$ cat src/rtl/bus_sequencer_pkg.sv
// Shared definitions for the bus sequencer: opcodes, state encoding, IR field
// positions and the opcode-to-execute-class mapping.
package bus_sequencer_pkg;

    localparam int OP_MSB = 31;
    localparam int RA_LSB = 23;
    localparam int RB_LSB = 19;
    localparam int RC_LSB = 15;

    localparam logic [4:0] OP_LD   = 5'b00000;
    localparam logic [4:0] OP_LDI  = 5'b00001;
    localparam logic [4:0] OP_ST   = 5'b00010;
    localparam logic [4:0] OP_ADDI = 5'b01100;
    localparam logic [4:0] OP_ORI  = 5'b01110;
    localparam logic [4:0] OP_DIV  = 5'b01111;
    localparam logic [4:0] OP_MUL  = 5'b10000;
    localparam logic [4:0] OP_IN   = 5'b10110;
    localparam logic [4:0] OP_OUT  = 5'b10111;
    localparam logic [4:0] OP_MFHI = 5'b11000;
    localparam logic [4:0] OP_MFLO = 5'b11001;
    localparam logic [4:0] OP_NOP  = 5'b11010;
    localparam logic [4:0] OP_HALT = 5'b11011;
    localparam logic [4:0] ALU_ADD = 5'b01100;

    typedef enum logic [3:0] {
        S_T0, S_T1, S_T2, S_T3, S_T4, S_T5, S_T6, S_T7, S_HALT
    } state_e;

    typedef enum logic [3:0] {
        C_ALU, C_IMM, C_MULDIV, C_LD, C_ST, C_IN, C_OUT,
        C_MFHI, C_MFLO, C_NOP, C_HALT, C_ILL
    } op_class_e;

    typedef enum logic [1:0] {F_RA, F_RB, F_RC} field_e;

    function automatic op_class_e classify(input logic [4:0] op);
        op_class_e cls;
        case (op) inside
            OP_LD:                     cls = C_LD;
            OP_ST:                     cls = C_ST;
            OP_LDI, [OP_ADDI:OP_ORI]:  cls = C_IMM;
            [5'b00011:5'b01011]:       cls = C_ALU;
            OP_DIV, OP_MUL:            cls = C_MULDIV;
            OP_IN:                     cls = C_IN;
            OP_OUT:                    cls = C_OUT;
            OP_MFHI:                   cls = C_MFHI;
            OP_MFLO:                   cls = C_MFLO;
            OP_NOP:                    cls = C_NOP;
            OP_HALT:                   cls = C_HALT;
            default:                   cls = C_ILL;
        endcase
        return cls;
    endfunction

endpackage

$ cat src/rtl/bus_sequencer_field_decoder.sv
// Register-field decoder: binary field to one-hot select, all-zero when disabled.
module field_decoder #(
    parameter int W = 4,
    parameter int N = 16
) (
    input  logic         en,
    input  logic [W-1:0] sel,
    output logic [N-1:0] onehot
);

    // One-hot expansion of the selected field
    always_comb begin
        onehot = {N{1'b0}};
        if (en) begin
            onehot[sel] = 1'b1;
        end else begin
            onehot = {N{1'b0}};
        end
    end

endmodule

$ cat src/rtl/bus_sequencer.sv
// Moore control sequencer for the shared datapath bus: steps fetch/decode/execute
// and drives at most one bus source per cycle.
module bus_sequencer
    import bus_sequencer_pkg::*;
#(
    parameter int OPW  = 5,
    parameter int NREG = 16
) (
    input  logic            clock,
    input  logic            reset_n,
    input  logic [31:0]     ir,
    input  logic            mem_ready,
    output logic [NREG-1:0] reg_out,
    output logic            hi_out,
    output logic            lo_out,
    output logic            zhi_out,
    output logic            zlo_out,
    output logic            pc_out,
    output logic            mdr_out,
    output logic            iport_out,
    output logic            c_out,
    output logic [NREG-1:0] reg_in,
    output logic            pc_in,
    output logic            inc_pc,
    output logic            ir_in,
    output logic            mar_in,
    output logic            mdr_in,
    output logic            mdr_rd,
    output logic            y_in,
    output logic            z_in,
    output logic            hi_in,
    output logic            lo_in,
    output logic            oport_in,
    output logic            mem_read,
    output logic            mem_write,
    output logic [OPW-1:0]  alu_op,
    output logic            run,
    output logic            illegal
);

    localparam int FW = $clog2(NREG);

    state_e          state_r;
    state_e          next_state_s;
    op_class_e       cls_s;
    logic [OPW-1:0]  opcode_s;
    logic [FW-1:0]   ra_s;
    logic [FW-1:0]   rb_s;
    logic [FW-1:0]   rc_s;
    logic [FW-1:0]   src_idx_s;
    field_e          src_fld_s;
    logic            src_en_s;
    logic            dst_en_s;
    logic            unused_ir_s;

    assign opcode_s    = ir[OP_MSB -: OPW];
    assign ra_s        = ir[RA_LSB +: FW];
    assign rb_s        = ir[RB_LSB +: FW];
    assign rc_s        = ir[RC_LSB +: FW];
    assign cls_s       = classify(opcode_s);
    assign unused_ir_s = ^ir[RC_LSB-1:0];

    // State register
    always_ff @(posedge clock or negedge reset_n) begin
        if (!reset_n) begin
            state_r <= S_T0;
        end else begin
            state_r <= next_state_s;
        end
    end

    // Next-state sequencing; T1, ld T6 and st T7 hold until mem_ready
    always_comb begin
        next_state_s = state_r;
        case (state_r)
            S_T0: next_state_s = S_T1;
            S_T1: next_state_s = mem_ready ? S_T2 : S_T1;
            S_T2: next_state_s = S_T3;
            S_T3: begin
                case (cls_s)
                    C_ALU, C_IMM, C_MULDIV, C_LD, C_ST: next_state_s = S_T4;
                    C_HALT:                             next_state_s = S_HALT;
                    default:                            next_state_s = S_T0;
                endcase
            end
            S_T4: next_state_s = S_T5;
            S_T5: begin
                if (cls_s == C_MULDIV || cls_s == C_LD || cls_s == C_ST) begin
                    next_state_s = S_T6;
                end else begin
                    next_state_s = S_T0;
                end
            end
            S_T6: begin
                case (cls_s)
                    C_LD:    next_state_s = mem_ready ? S_T7 : S_T6;
                    C_ST:    next_state_s = S_T7;
                    default: next_state_s = S_T0;
                endcase
            end
            S_T7: begin
                if (cls_s == C_ST && !mem_ready) begin
                    next_state_s = S_T7;
                end else begin
                    next_state_s = S_T0;
                end
            end
            S_HALT:  next_state_s = S_HALT;
            default: next_state_s = S_T0;
        endcase
    end

    // Output decode of state and IR; each state names at most one bus source
    always_comb begin
        {hi_out, lo_out, zhi_out, zlo_out, pc_out, mdr_out, iport_out, c_out} = 8'b0;
        {pc_in, inc_pc, ir_in, mar_in, mdr_in, mdr_rd, y_in, z_in} = 8'b0;
        {hi_in, lo_in, oport_in, mem_read, mem_write} = 5'b0;
        alu_op    = opcode_s;
        run       = 1'b1;
        illegal   = 1'b0;
        src_en_s  = 1'b0;
        src_fld_s = F_RA;
        dst_en_s  = 1'b0;
        case (state_r)
            S_T0: begin
                {pc_out, mar_in, inc_pc, z_in} = 4'b1111;
                alu_op = ALU_ADD;
            end
            S_T1: {zlo_out, pc_in, mem_read, mdr_rd, mdr_in} = 5'b11111;
            S_T2: {mdr_out, ir_in} = 2'b11;
            S_T3: begin
                case (cls_s)
                    C_ALU, C_IMM, C_LD, C_ST: begin
                        src_en_s  = 1'b1;
                        src_fld_s = F_RB;
                        y_in      = 1'b1;
                        if (cls_s == C_LD || cls_s == C_ST) begin
                            alu_op = ALU_ADD;
                        end else begin
                            alu_op = opcode_s;
                        end
                    end
                    C_MULDIV: {src_en_s, y_in} = 2'b11;
                    C_IN:     {iport_out, dst_en_s} = 2'b11;
                    C_OUT:    {src_en_s, oport_in} = 2'b11;
                    C_MFHI:   {hi_out, dst_en_s} = 2'b11;
                    C_MFLO:   {lo_out, dst_en_s} = 2'b11;
                    C_ILL:    illegal = 1'b1;
                    default:  illegal = 1'b0;
                endcase
            end
            S_T4: begin
                case (cls_s)
                    C_ALU: begin
                        src_en_s  = 1'b1;
                        src_fld_s = F_RC;
                        z_in      = 1'b1;
                    end
                    C_IMM:        {c_out, z_in} = 2'b11;
                    C_LD, C_ST: begin
                        {c_out, z_in} = 2'b11;
                        alu_op        = ALU_ADD;
                    end
                    C_MULDIV: begin
                        src_en_s  = 1'b1;
                        src_fld_s = F_RB;
                        z_in      = 1'b1;
                    end
                    default: z_in = 1'b0;
                endcase
            end
            S_T5: begin
                case (cls_s)
                    C_ALU, C_IMM: {zlo_out, dst_en_s} = 2'b11;
                    C_MULDIV:     {zlo_out, lo_in} = 2'b11;
                    C_LD, C_ST:   {zlo_out, mar_in} = 2'b11;
                    default:      zlo_out = 1'b0;
                endcase
            end
            S_T6: begin
                case (cls_s)
                    C_MULDIV: {zhi_out, hi_in} = 2'b11;
                    C_LD:     {mem_read, mdr_rd, mdr_in} = 3'b111;
                    C_ST:     {src_en_s, mdr_in} = 2'b11;
                    default:  mdr_in = 1'b0;
                endcase
            end
            S_T7: begin
                case (cls_s)
                    C_LD:    {mdr_out, dst_en_s} = 2'b11;
                    C_ST:    mem_write = 1'b1;
                    default: mem_write = 1'b0;
                endcase
            end
            S_HALT: begin
                run    = 1'b0;
                alu_op = {OPW{1'b0}};
            end
            default: run = 1'b1;
        endcase
    end

    // Field mux feeding the bus-source register decoder
    always_comb begin
        case (src_fld_s)
            F_RA:    src_idx_s = ra_s;
            F_RB:    src_idx_s = rb_s;
            F_RC:    src_idx_s = rc_s;
            default: src_idx_s = ra_s;
        endcase
    end

    field_decoder #(.W(FW), .N(NREG)) u_src_dec (
        .en     (src_en_s),
        .sel    (src_idx_s),
        .onehot (reg_out)
    );

    field_decoder #(.W(FW), .N(NREG)) u_dst_dec (
        .en     (dst_en_s),
        .sel    (ra_s),
        .onehot (reg_in)
    );

endmodule

$ cat config.mk
export PLATFORM = sky130hd
export DESIGN_NAME = bus_sequencer
export DESIGN_NICKNAME = d
export VERILOG_FILES = /design/src/rtl/bus_sequencer_pkg.sv /design/src/rtl/bus_sequencer_field_decoder.sv /design/src/rtl/bus_sequencer.sv
export SDC_FILE = /design/constraint.sdc
export NUM_CORES = 1
export LEC_CHECK = 0
export ABC_AREA = 1
export CAP_MARGIN = 10
export CORE_MARGIN = 10
export CORE_UTILIZATION = 37
export CTS_CLUSTER_DIAMETER = 200
export DETAILED_ROUTE_END_ITERATION = 8
export GPL_ROUTABILITY_DRIVEN = 0
export HOLD_SLACK_MARGIN = 0.03
export PLACE_DENSITY_LB_ADDON = 0.25
export REMOVE_ABC_BUFFERS = 1
export SLEW_MARGIN = 40
export SYNTH_ARGS = -nofsm -noshare
export SYNTH_HDL_FRONTEND = slang
export SYNTH_SLANG_ARGS = --single-unit
$ cat constraint.sdc
create_clock -name clock -period 4.1 [get_ports clock]
set_clock_uncertainty 0.05 [all_clocks]
set_input_delay 0.615 -clock clock [delete_from_list [all_inputs] [get_ports clock]]
set_output_delay 0.615 -clock clock [all_outputs]
set_load 0.01 [all_outputs]
======== Word-level counts from Yosys, hierarchy flattened ========
Cells that the tools add are included.
word-level totals
  RAM bits ................................ 0
  word-level logic and storage cells ...... 130
  output and inout port bits .............. 60
  latch bits .............................. 0
  memories kept ........................... 0
  register bits after elaboration ......... 4
  bits in read-only memories .............. 0
  bits of input ports ..................... 35
operators by class
  eq/ne operators ......................... 30
  shift-type cells ........................ 0
  order comparisons ....................... 8
  add/sub/neg operators ................... 0
  multiply operators ...................... 0
  reductions and logical operators ........ 22
  div/mod/pow operators ................... 0
  bitwise logic cells ..................... 0
  multiplexer cells ....................... 69
operator list
  cell                  number
  $pmux W4 S9           1
  $eq A5 B5 Y1 const B  7
  $mux W1               34
  $eq A4 B3 Y1 const B  8
  $mux W16              2
  $mux W4               8
  $pmux W5 S4           1
  $eq A4 B2 Y1 const B  4
  $eq A4 B4 Y1 const B  4
  $pmux W4 S2           2
  $mux W5               3
  $pmux W1 S2           6
  $le A5 B4 Y1 const B  2
  $lt A4 B5 Y1 const B  2
  $reduce_or A2 Y1      5
  $demux W1 S4          2
  $eq A4 B1 Y1 const B  2
  $ge A4 B1 Y1 const B  2
  $logic_not A4 Y1      2
  $pmux W2 S2           2
  $mux W2               3
  $mux W3               2
  $pmux W1 S3           2
  $pmux W3 S2           1
  other kinds (15)      22

======== Longest topological paths before layout ========
Gate-level depths: netlist of the first run.
  depth in word-level cells ............... 23
  mapped depth ............................ 17
  gate-level depth less buffers ........... 17

======== Modules after synthesis ========
From an unflattened synthesis of the first run, not the netlist that was laid out.
second synthesis, totals
  cells, all modules ...................... 251
  area total of the unflattened synthesis .. 1203.7 µm²
modules (own cells, without submodules)
  module                     cells each  area an instance (µm²)  seq. area each (µm²)  times used
  bus_sequencer              191         967.2                   100.1                 1
  field_decoder (u_src_dec)  32          126.4                   0.0                   1
  field_decoder (u_dst_dec)  28          110.1                   0.0                   1

======== Least setup slack after synthesis of the first run ========
OpenSTA, ideal clock, no wires.
  path type ............................... input to output
  from .................................... input port ir[29]
  to ...................................... output port reg_out[10]
  path buffers ............................ 1
  slack ................................... 1056 ps
  arrival time ............................ 2379 ps
  stages .................................. 14
  required time ........................... 3435 ps
  cells stage by stage .................... buf_4 -> nand2_1 -> nor2_1 -> nand2_1 -> nand2_1 -> nand2_1 -> nand2_1 -> ha_1 -> inv_1 -> o21ai_0 -> inv_1 -> nor2_1 -> nand2_1 -> nor2_1
between the ends
  cells in the longest elaborated chain, start to end .. 23
  elaborated cells on any way between the ends .. 55
  those cells by class .................... order compare (6); eq/ne (17); mux (22); reduce/logical (10)
ends and longest elaborated chain
  element                                                             line                               text
  start, declared                                                     bus_sequencer.sv:11                input logic [31:0] ir,
  $eq A5 B5 Y1                                                        bus_sequencer.sv:60                assign cls_s = classify(opcode_s);
  $mux W1                                                             bus_sequencer_pkg.sv:38            case (op) inside
  $mux W2 (2 in a row)                                                bus_sequencer_pkg.sv:38
  $mux W4 (7 in a row)                                                bus_sequencer_pkg.sv:38
  $mux W4 *                                                           bus_sequencer_pkg.sv:38
  $eq A4 B2 Y1, or another cell as far along                          bus_sequencer.sv:132               case (cls_s)
  $reduce_or A4 Y1                                                    bus_sequencer.sv:132
  $mux W1                                                             bus_sequencer.sv:132
  $pmux W2 S2                                                         bus_sequencer.sv:124               case (state_r)
  $eq A2 B2 Y1 or $eq A2 B1 Y1 (tied branches)                        bus_sequencer.sv:205               case (src_fld_s)
  $pmux W4 S2                                                         bus_sequencer.sv:205
  $lt A4 B5 Y1 (implied by the code) or $ge A4 B1 Y1 (tied branches)  bus_sequencer_field_decoder.sv:15  onehot[sel] = 1'b1;
  $logic_and A1 B1 Y1 (implied by the code)                           bus_sequencer_field_decoder.sv:15
  $mux W1 (implied by the code)                                       bus_sequencer_field_decoder.sv:15
  $demux W1 S4                                                        n/a
  $mux W16 *                                                          bus_sequencer_field_decoder.sv:14  if (en) begin
  end, declared                                                       bus_sequencer.sv:13                output logic [NREG-1:0] reg_out,
Every way passes the cells marked *; elsewhere a longest branch is shown, timed or not.

======== Worst setup path in the final report of the first run ========
  from .................................... input port ir[30]
  to ...................................... output port reg_out[1]
The elaborated chain is that of the path after synthesis.

==> results of run 1 <==
==> through the flow <==
| stage | setup WS (ns) | hold slack [ns] | cells | cell area, um^2 |
|---|---|---|---|---|
| 5_1_grt | -0.118 | 0.555 | 417 | 2270 |
| 6_report | 0.171 | 0.531 | 417 | 2270 |
| 3_3_place_gp | 0.0329 | 0.514 | 414 | 2230 |
| 4_1_cts | 0.0340 | 0.536 | 417 | 2250 |
| 2_1_floorplan | 1.18 | 0.269 | 274 | 1270 |
| 3_5_place_dp | -0.0427 | 0.548 | 414 | 2230 |
==> critical path, delay by kind of cell <==
kind	cells	cell delay, ns
and+or+nand+nor	9	0.94
buffers and inverters	5	1.36
AOI/OAI and AO/OA	1	0.12
adders and majority gates	1	0.26
==> worst paths after layout <==
check,startpoint,end,slack [ns],cells past startpoint
max,ir[30],reg_out[1],0.17,16
min,reset_n,state_r[0]$_DFF_PN0_,0.53,1
max reg2reg,state_r[3]$_DFF_PN0_,state_r[1]$_DFF_PN0_,2.67,7
max in group asynchronous,reset_n,state_r[2]$_DFF_PN0_,3.29,1
min in group clock,state_r[3]$_DFF_PN0_,state_r[3]$_DFF_PN0_,0.56,2
min reg2reg,state_r[3]$_DFF_PN0_,state_r[3]$_DFF_PN0_,0.56,2
==> cells by family (layout without fill, tap and decap cells) <==
| logic type | Yosys count | in the layout |
|---|---|---|
| flops | 4 | 4 |
| simple gates | 187 | 187 |
| compound gates | 26 | 26 |
| buf+inv | 63 | 152 |
| fa+ha+maj | 2 | 2 |
==> synth_stat cells <==
master    count
nand2_1      85
nor2_1       65
inv_1        54
nand3_1      17
o21ai_0      16
nor3_1        6
a21oi_1       5
buf_4         4
dfrtp_1       4
buf_6         3
nand2_2       3
nor2_2        3
a22oi_1       2
a41oi_1       2
ha_1          2
nand3_2       2
nand4_1       2
a211oi_1      1
and2_1        1
clkbuf_4      1
inv_2         1
nor2_4        1
nor2_8        1
or2_1         1
==> per-layer routing <==
layer,global-route usage [%],vias to the layer above
li1,-,1036
met3,2.23,6
met4,4.23,0
met1,16.7,813
met2,27.8,51
met5,0,-
==> cell type report <==
type	count	area, um^2
Clock buffer	3	22.5
Fill cell	338	1140
Inverter	55	206
Multi-Input combinational cell	215	982
Sequential cell	4	100
Tap cell	46	57.6
Timing Repair Buffer	94	906
==> timing repair <==
action,CTS,global route
hold endpoints to repair,0,0
cloned,0,0
resized for setup,2,9
endpoints found under the setup margin,5,16
==> power by group <==
group | switching [mW] | total, mW | internal (mW) | leakage [nW]
registers | 0.0139 | 0.0678 | 0.0539 | 0.0519
clock network | 0.0168 | 0.0496 | 0.0328 | 0.0138
logic | 0.369 | 0.683 | 0.315 | 1.08
total | 0.399 | 0.801 | 0.401 | 1.15
==> results.txt, run 1 <==
* Post-Syn Instances: 282
- The synthesized netlist devotes 59.1% of its cell area to simple gates.
* Power density cells: 352 nW/um^2
* CTS clock-pin slew for the worst setup and hold paths: 0.04 ns
- Measured along the x axis, the die boundary spans 80.2 um.
* Total Negative Setup Slacks: 0 ns
* Number of warnings printed during yosys synthesis: 0
- Leading cell type in the layout, fill and taps excluded: nand2_1
* Area fraction in compound gates after synthesis: 10.8%
- Adder-cell share of the synthesized area: 1.87%
* Share of the yosys chip area belonging to registers: 7.47%
- Post-route DRC: 0
- DRT met1 WL: 2.02 mm
- Iteration-0 DRC count of the detailed router: 78
- Summing every instance area after synthesis gives 1340 um^2.
* Placeable core area: 3420 um^2
* Antenna diode count: 0
* Fmax achieved: 255 MHz
- Share of cells above drive strength 1: 9.97%
* Detail Route Antenna Nets: 0
* Wire length of the first global-routing pass: 8.07 mm
- After synthesis, the largest family of logic cells by area is simple AND/OR/NAND/NOR gates.
- No sink is reached through more buffers than the 2 on the longest clock path.
* TritonCTS clock tree: built
- Synth-to-layout area growth: 69.7%
* Global-route usage over all layers: 14.8%
- Signal routing reaches up to met4.
* Number of H-tree levels: 1
- At the worst endpoint, the required time is 3.43 ns.
- After legalization and detailed placement, the total HPWL measured 4.26 mm.
- On the worst path, the slowest cell contributes a delay of 0.54 ns.
* Number of hold-slack violations in the final timing report: 0
* Number of vias after detailed routing: 1,906
* Fraction of synthesized area in multiplexers: 0%
- Clk root buf: clkbuf_4
* Total clock buffers created by CTS: 3
* Post-synthesis register bit count: 4
- Input/output buffers: 79
- Die Footprint: 6430 um^2
- DR WL met3: 275 um
* Largest cells by area after synthesis: nand2_1 24%, nor2_1 18%, inv_1 15%, dfrtp_1 7.5%, nand3_1 6.3%
* Clock insertion delay at the later pin of the skew report: 0.24 ns
- Counting I/O delays and the setup requirement, the final critical path takes 3.93 ns.
- RSZ-0062 raised after global routing: true
- Fraction of synthesized cell area in xor and xnor cells: 0%
* Initial cell density of the core: 39.2%
* Worst EP arrival: 3.26 ns
* Worst-case vdd ir drop: 349 uV
- Max Cap Violations: 0
* Count of distinct cell types in the synthesized netlist: 24
* Post-Route Utilization: 66.6%
- Number of nets in the final layout: 410
* Worst Max-Slew Pin Slew: 0.424 ns
* Detail-routed via count per cell: 4.57
* Critical Path Slowest Stage Cell: clkdlybuf4s50_1
- Summed over all instances, the cell type with the most area after synthesis is nand2_1.
* Path type of the worst min-delay path: in2async
- Counting every sink on the clock net gives 4.
- The final max-slew violation count was 0.
- More flip-flops sit in one register than any other, and that register is state_r.
- Number of buffers inserted to repair setup after CTS: 0
- The register with the most flip-flops in the layout has 4 of them.
* Final-report setup violation count: 0
- Crit Path Category: in2out
* Number of global-route vias before repair: 1,845
* Total congestion overflow after global routing: 0
- The die is 80.2 um tall.
- DRT Pass-1 Iters: 4
- Power comes to 0.801 mW.
* CP endpoint kind: output pin
- In the final routed layout, each cell accounts on average for 11.8 um.
- The initialized floorplan defines 21 standard-cell rows.
- Dividing the final minimum period by the clock period gives 95.8%.
- By instance count, the cell type seen most on the critical path is nand2_1.
* Critical path cell sequence: clkdlybuf4s50_1 > buf_4 > nor2_8 > nand3_1 > nand2_1 > nand2_1 > nand2_1 > ha_1 > inv_2 > nand3_1 > o21ai_2 > inv_1 > nor2_2 > nand2_1 > nor2_1 > clkdlybuf4s50_1
- Most used cells in the layout excluding fill and tap cells: 85 x nand2_1, 78 x clkdlybuf4s50_1, 60 x nor2_1, 53 x inv_1, 17 x nand3_1
- STA classifies the critical path startpoint as a primary input.
- In this run, post-CTS hold repair placed 0 buffers.
- Outcome: finished, final reports clean
- Initial antenna violation count: 0
- Worst rel slew slack: 71.5%
- Portion of synthesized cell area occupied by the leading cell type: 23.8%
* Crit Path Max Fanout: 6
- In this run the count of I/O pins placed on the die edge is 95.
* Average cell area after synthesis: 4.75 um^2
- Entering global routing, the biggest net connects 17 pins.
- For this design the static power due to leakage is 1.15 nW.
- In the final layout, the registers with the most flip-flops are state_r (4).
- The routed design uses 2.55 mm of met2 wire.
- The final layout contains routed wiring with a total length of 4.92 mm.
No activity file was read; power rests on OpenSTA's default activity.
==> run 2: changes to the inputs <==
--- a/config.mk
+++ b/config.mk
@@ -7,13 +7,14 @@
 export LEC_CHECK = 0
 export ABC_AREA = 1
 export CAP_MARGIN = 10
-export CORE_MARGIN = 10
+export CORE_MARGIN = 2
 export CORE_UTILIZATION = 37
 export CTS_CLUSTER_DIAMETER = 200
 export DETAILED_ROUTE_END_ITERATION = 8
 export GPL_ROUTABILITY_DRIVEN = 0
 export HOLD_SLACK_MARGIN = 0.03
 export PLACE_DENSITY_LB_ADDON = 0.25
+export RECOVER_POWER = 25
 export REMOVE_ABC_BUFFERS = 1
 export SLEW_MARGIN = 40
 export SYNTH_ARGS = -nofsm -noshare
==> results.txt, run 2 (synthesis results as in run 1) <==
* Outcome: finished, final reports clean
* Die outline height: 64.2 um
- In this run the number of H-tree levels came out at 1.
* Register bank with the most flops: state_r
- The root buffer cell chosen for the clock tree is clkbuf_4.
- Final slew viol count: 0
* Total Wirelength: 4.51 mm
* Total clock buffers created by CTS: 3
* Share of cells above drive strength 1: 10.8%
- In this run the deepest clock path goes through 2 buffers.
- By instance count, the cell type seen most on the critical path is nand2_1.
- Summed over all nets, the half-perimeter wirelength after detailed placement is 3.65 mm.
- 95 I/O pins were placed.
* Path type of the worst min-delay path: reg2reg
- For the worst setup path, the data required time is 3.43 ns.
* TritonCTS clock tree: built
- Maximum number of pins on one net before global-route repair: 17
* Die Footprint: 4120 um^2
* Number of buffers inserted to repair setup after CTS: 0
- The cell family contributing the most delay on the critical path is buffers and inverters.
* Fmax achieved: 256 MHz
- The core region is 3420 um^2.
* CTS clock-pin slew for the worst setup and hold paths: 0.04 ns
- Crit Path Category: in2out
- STA puts the critical path data arrival time at 3.24 ns.
* Final Power: 0.809 mW
- The worst pin sits at a relative slew slack of 68.7%.
- For this block, the initial DRC count from the detailed router was 83.
* Total non-filler cell area in the finished layout: 2340 um^2
- Most used cells in the layout excluding fill and tap cells: 83 x nand2_1, 58 x nor2_1, 58 x clkdlybuf4s50_1, 52 x inv_1, 18 x nand3_1
- Setup violations remaining at the end of the flow were counted as 0.
* Worst-case vdd ir drop: 309 uV
* Number of global-route vias before repair: 1,700
- The library cell used most frequently in the layout, excluding fill and tap cells, is nand2_1.
- Post-Route Utilization: 68.5%
* DRT Pass-1 Iters: 4
- Once the floorplan was initialized, standard cells occupied 39.2% of the core.
* Startpoint types: primary input
- Setup repair after global routing could not meet its margin everywhere.
* Global-route usage over all layers: 21.3%
- In the routed design, unresolved DRC markers number 0.
- Wire length of the first global-routing pass: 7.27 mm
- Chip width: 64.2 um
- For this design the ratio of total power to cell area is 346 nW/um^2.
* Avg WL per Cell: 10.8 um
- After layout, the worst path uses 95.3% of the clock period.
* Std cell rows: 21
- The net count of the finished layout is 410.
* Crit Path Max Fanout: 7
- The slowest stage of the critical path belongs to the cell clkdlybuf4s50_1.
* Delay of the slowest critical-path stage: 0.53 ns
* Setup slack, reg-to-reg: 2.68 ns
- In this run the static leakage power is 1.36 nW.
* Worst Max-Slew Pin Slew: 0.465 ns
- The routed design could run at a clock period as short as 3.91 ns.
- The repair_antennas step left the layout with diodes totalling 0.
* Max Cap Violations: 0
- Post-place instance area: 2240 um^2
- Number of vias after detailed routing: 1,936
* Detail Route Antenna Nets: 0
- CTS saw 4 sinks.
- Largest regs: state_r (4)
* Initial antenna violation count: 0
- Adding up every negative setup slack in the final design gives 0 ns.
- Total congestion overflow after global routing: 0
- Detail-routed via count per cell: 4.64
* Critical path buffer and inverter count: 5
* Number of hold-slack violations in the final timing report: 0
- Input/output buffers: 79
- CP endpoint kind: output pin
- Flip-flop count of the largest register after layout: 4
* Worst hold slack: 0.517 ns
* Synth-to-layout area growth: 74.7%
* Clock insertion delay at the later pin of the skew report: 0.25 ns
- Critical path cell sequence: clkdlybuf4s50_1 > buf_12 > nor2_8 > nand3_1 > nand2_1 > nand2_1 > nand2_1 > ha_1 > inv_2 > nand2_1 > nand2_2 > inv_1 > nor2_4 > nand2_1 > nor2_1 > clkdlybuf4s50_1
==> run 2: cell count changes in the layout (fill, tap and decap cells not counted), sizes merged <==
| cell | delta |
|---|---|
| buf | -1 |
| clkbuf | +1 |
| clkdlybuf4s50 | -20 |
| dlygate4sd3 | +9 |
| dlymetal6s2s | +11 |
==> run 2: power by group <==
| group | total (mW) | switching (mW) | internal (mW) | leakage (nW) |
|---|---|---|---|---|
| Clock | 0.0519 | 0.0190 | 0.0329 | 0.0138 |
| Sequential | 0.0678 | 0.0139 | 0.0539 | 0.0519 |
| Combinational | 0.689 | 0.374 | 0.315 | 1.29 |
| Total | 0.809 | 0.407 | 0.402 | 1.36 |
==> run 2: path summary, 6_finish.rpt <==
| check | cells after the start | startpoint | end |
|---|---|---|---|
| worst min-delay path | 2 | state_r[3]$_DFF_PN0_ | state_r[3]$_DFF_PN0_ |
| worst max register to register | 7 | state_r[3]$_DFF_PN0_ | state_r[2]$_DFF_PN0_ |
| min in group asynchronous | 1 | reset_n | state_r[0]$_DFF_PN0_ |
| worst max-delay path | 16 | ir[30] | reg_out[14] |
| worst min register to register | 2 | state_r[3]$_DFF_PN0_ | state_r[3]$_DFF_PN0_ |
| max in group asynchronous | 1 | reset_n | state_r[2]$_DFF_PN0_ |
==> run 2: metal layers <==
| layer | global-route usage (%) | vias to the layer above | part of all wire (%) |
|---|---|---|---|
| met5 | 0 | - | 0 |
| met4 | 6.38 | 0 | 1.6 |
| met3 | 1.58 | 6 | 3.8 |
| met2 | 37.5 | 46 | 51 |
| met1 | 27.5 | 850 | 44 |
| li1 | - | 1034 | - |
==> run 2: per-stage QoR <==
step / setup slack (ns) / cells
5_1_grt: -0.0471 / 417
4_1_cts: 0.0185 / 417
6_report: 0.191 / 417
2_1_floorplan: 1.18 / 274
3_5_place_dp: -0.0121 / 414
3_3_place_gp: 0.0262 / 414
==> run 2: area by class of cell <==
type                    count  area (um^2)
fillers                   339         1070
multi-input cells         215         1010
repair buffers             94          942
inverters                  55          206
flip-flops and latches      4          100
well taps                  46         57.6
clock buffers               3         22.5
==> run 2: repair_timing <==
| item | 4_1_cts | 5_1_grt |
|---|---|---|
| endpoints found under the setup margin | 4 | 16 |
| hold buffers | 0 | 0 |
| gates resized for setup | 1 | 31 |
==> run 2: worst register-to-register path, delay by kind of cell (launching register included) <==
kind	cells	cell delay, ns
flops	1	0.38
simple gates	4	0.59
buf+inv	1	0.06
compound gates	2	0.28
